--- config.mk ---
export PLATFORM = sky130hd
export DESIGN_NAME = piso_shifter_tx
export DESIGN_NICKNAME = d
export VERILOG_FILES = /design/src/rtl/piso_shifter_tx.sv
export SDC_FILE = /design/constraint.sdc
export NUM_CORES = 1
export LEC_CHECK = 0
export CAP_MARGIN = 20
export CORE_AREA = 2 2 41 43
export CTS_CLUSTER_DIAMETER = 30
export DETAILED_ROUTE_END_ITERATION = 7
export DIE_AREA = 0 0 43 45
export HOLD_SLACK_MARGIN = 0.08
export PLACE_DENSITY_LB_ADDON = 0.3
export SLEW_MARGIN = 40
export SYNTH_ARGS = -nofsm -noshare
export SYNTH_HDL_FRONTEND = slang
export SYNTH_SLANG_ARGS = --single-unit
--- constraint.sdc ---
create_clock -name clk -period 2.7 [get_ports clk]
set_clock_uncertainty 0.05 [all_clocks]
set_input_delay 0.54 -clock clk [delete_from_list [all_inputs] [get_ports clk]]
set_output_delay 0.54 -clock clk [all_outputs]
set_load 0.005 [all_outputs]
--- src/rtl/piso_shifter_tx.sv ---
// rtl/piso_shifter_tx.sv - parallel-in serial-out transmitter, MSB first, gapless back-to-back words
// Optional feature macro: PISO_SHIFTER_PARITY_EN (appends one even-parity bit after the LSB)
module piso_shifter_tx #(
   parameter int   WIDTH      = 4,
   parameter logic IDLE_LEVEL = 1'b0
) (
   input  logic             clk,
   input  logic             clr,
   input  logic             load_valid,
   output logic             load_ready,
   input  logic [WIDTH-1:0] load_data,
   output logic             dout,
   output logic             busy,
   output logic             last
);

`ifdef PISO_SHIFTER_PARITY_EN
   // Parity rides in the shift register as one extra LSB so it falls out after the data bits.
   localparam int NBITS = WIDTH + 1;
`else
   localparam int NBITS = WIDTH;
`endif
   localparam int            CW       = $clog2(NBITS + 1);
   localparam logic [CW-1:0] LAST_CNT = CW'(NBITS - 1);

   typedef enum logic {IDLE, SHIFT} state_t;

   state_t           state, state_nxt;
   logic [NBITS-1:0] shreg, shreg_nxt;
   logic [CW-1:0]    cnt, cnt_nxt;
   logic [NBITS-1:0] word;
   logic             accept;

`ifdef PISO_SHIFTER_PARITY_EN
   assign word = {load_data, ^load_data};
`else
   assign word = load_data;
`endif

   // State, shift register and bit counter; clr aborts any word in flight immediately.
   always_ff @(posedge clk or negedge clr) begin
      if (!clr) begin
         state <= IDLE;
         shreg <= '0;
         cnt   <= '0;
      end else begin
         state <= state_nxt;
         shreg <= shreg_nxt;
         cnt   <= cnt_nxt;
      end
   end

   // Handshake, framing outputs and next-state; reload on the final bit keeps words gapless.
   always_comb begin
      state_nxt  = state;
      shreg_nxt  = shreg;
      cnt_nxt    = cnt;
      busy       = (state == SHIFT);
      last       = (state == SHIFT) && (cnt == LAST_CNT);
      load_ready = clr && ((state == IDLE) || last);
      accept     = load_valid && load_ready;
      dout       = busy ? shreg[NBITS-1] : IDLE_LEVEL;
      case (state)
         IDLE: begin
            if (accept) begin
               shreg_nxt = word;
               cnt_nxt   = '0;
               state_nxt = SHIFT;
            end
         end
         SHIFT: begin
            if (last) begin
               if (accept) begin
                  shreg_nxt = word;
                  cnt_nxt   = '0;
               end else begin
                  shreg_nxt = '0;
                  cnt_nxt   = '0;
                  state_nxt = IDLE;
               end
            end else begin
               shreg_nxt = {shreg[NBITS-2:0], 1'b0};
               cnt_nxt   = cnt + 1'b1;
            end
         end
         default: state_nxt = IDLE;
      endcase
   end

endmodule

==> summary.txt <==
Status = complete, no violations
Met2 Use GR = 15.8%
Crit-path cells = ha_1 -> nand2b_4 -> nand2_1 -> and2_1 -> clkdlybuf4s50_1
Core Box Area = 0.00147 mm2
Placed instance count = 65
Mapped Area = 413 um2
CP Class = reg -> out
Antenna Cells = 0
Hold Worst Slack = 0.478 ns
Post-layout util = 37.9%
Tot GR Track Use = 10.6%
Area Growth Syn to Fin = 35.2%
Die Span Y = 45 um
# fillers = 156
IO Port Bufs = 10
Pwr/cell area = 831 mW/mm2
M1 GR Usage = 12.9%
Setup violators final = 0
First-pass GRT wire length = 1460 um
Setup crit end kind = primary output
Final nets = 62
Final Cycle Share = 85.9%
# H-tree levels = 1
Die Wd = 43 um
Post-DP HPWL = 575 um
Ys Warns = 0
Post-synthesis sequential area ratio = 48.5%
Post-CTS sizing = 0
Clock Path Buffers = 2
WP data arrival = 1.73 ns
Worst-Skew Late Latency = 0.25 ns
Register area = 200 um2
Static Leak = 0.265 nW
Pwr Total = 0.464 mW
WL/cell = 12.1 um
HP Class = reg -> reg
# hold bufs at CTS = 0
# DRC = 0
Max-Cap Viols = 0
Number of global-route vias before repair = 336
Critical path's largest stage delay = 0.44 ns
Clock slew at reported path FFs = 0.05 ns
Finished Cell Area = 558 um2
RSZ-0062 raised after global routing = false
Post-synth net total = 47
Final min period = 2.32 ns
Dpl ws = 0.482 ns
IO Pins = 11
Met3 Use GR = 4.80%
Slew margin rel. = 67.9%
First drt pass iteration count = 4
Peak supply drop = 0.348 mV
Req. time, crit path = 2.11 ns
Initial antenna violation count = 0
Crit path launch type = flip-flop
Synthesized area per cell = 10.6 um2
Postcts setup bufs = 0
FMAX = 431 MHz
Largest net degree at the start of global routing = 18
Post-synthesis cell type count = 16
Via count = 343
DIE AREA = 0.00194 mm2
Fin Setup TNS = 0 ns
Multi-input logic area = 204 um2
Final wirelength = 824 um
Post-route setup slack = 0.381 ns
Initial cell density of the core = 28.1%
Rows = 14
# clock sinks = 8
Vias/cell = 5.04
Grt ovf = 0
Gr busiest metal = met2
Yosys reg bits = 8
Root Buffer = clkbuf_4
CTS tree = done
Initial drt markers = 3
Routability Congestion = 0.642
Finished Layout Cells = 68
Hold Vio Cnt, Final = 0
Max stage delay cell, worst path = clkdlybuf4s50_1
Post-route ant nets = 0
Mapped Cells = 39
Cts bufs inserted = 3
Worst path bufs/invs = 1
Placed Instance Area = 536 um2
Max-slew violations = 0
Crit Path Max Fanout = 7
CP top delay family = buffers and inverters
Share of layout cells above drive strength 1 = 13.5%
Tightest Pin Transition = 0.482 ns
[registers in the layout (all words and copies together) (netlist names)]
signal	flops
shreg	4
cnt	3
busy	1
[synthesized netlist by cell type]
cell type	count	area, um2
ha_1	1	12.5
o21ai_0	6	30.0
nand3_1	1	5.00
mux2i_1	4	40.0
nand2b_4	1	13.8
nand2_2	1	6.26
and2_1	2	12.5
dfrtp_1	8	200
nor2_1	1	3.75
o211a_1	1	10.0
buf_2	1	5.00
nand3b_1	1	7.51
nand2_1	6	22.5
and4b_4	1	13.8
a32oi_1	3	26.3
inv_1	1	3.75
[report_power, final]
part | internal, mW | total, mW | leakage (nW) | switching, mW
combinational | 0.0973 | 0.170 | 0.148 | 0.0722
sequential | 0.159 | 0.204 | 0.103 | 0.0447
clock | 0.0508 | 0.0903 | 0.0138 | 0.0395
total | 0.307 | 0.464 | 0.265 | 0.156
[per-layer routing]
metal	vias up	wire length, um
li1	169	-
met1	162	386
met2	10	373
met3	2	49
met4	0	14
met5	-	0
[worst min-delay path: cells and delay by family (launching register included)]
family | cells | cell delay (ns)
AOI/OAI and AO/OA | 2 | 0.15
DFF | 1 | 0.34
[final cells by class]
cell class / count / share of cell area, %
clock buffer: 3 / 4.04
inverter: 1 / 0.673
tap: 16 / 3.59
timing repair buffer: 11 / 19.3
multi-input combinational: 29 / 36.5
sequential: 8 / 35.9
[path summary, 6_finish.rpt]
kind | startpoint | end | slack (ns) | cells past startpoint
worst max-delay path | cnt[0] | load_ready | 0.38 | 5
worst min-delay path | shreg[2] | shreg[3] | 0.48 | 2
worst max register to register | cnt[0] | shreg[1] | 1.38 | 4
worst min register to register | shreg[2] | shreg[3] | 0.48 | 2
max in group asynchronous | clr | shreg[2] | 1.91 | 2
min in group asynchronous | clr | busy | 0.55 | 2
[placed cells by master, fill, tap and decap left out]
cell type / netlist / final
clkbuf_4: 0 / 3
nand2b_4: 1 / 1
o211a_1: 1 / 1
buf_4: 0 / 1
nand3_1: 1 / 1
a32oi_1: 3 / 3
mux2i_1: 4 / 4
clkdlybuf4s50_1: 0 / 10
and2_1: 2 / 2
ha_1: 1 / 1
nor2_1: 1 / 1
o21ai_0: 6 / 6
and4b_4: 1 / 1
nand3b_1: 1 / 1
nand2_2: 1 / 1
dfrtp_1: 8 / 8
inv_1: 1 / 1
nand2_1: 6 / 6
[logic make-up (layout without fill, tap and decap cells)]
group                    Yosys count  count (layout)  synth area share, %
flip-flops                         8               8                 48.5
AND/OR/NAND/NOR                   14              14                 20.6
buffers and inverters              2              15                 2.12
multiplexers                       4               4                 9.70
AO/OA/AOI/OAI                     10              10                 16.1
adder cells (fa/ha/maj)            1               1                 3.03
(Power assumes the default switching activity.)
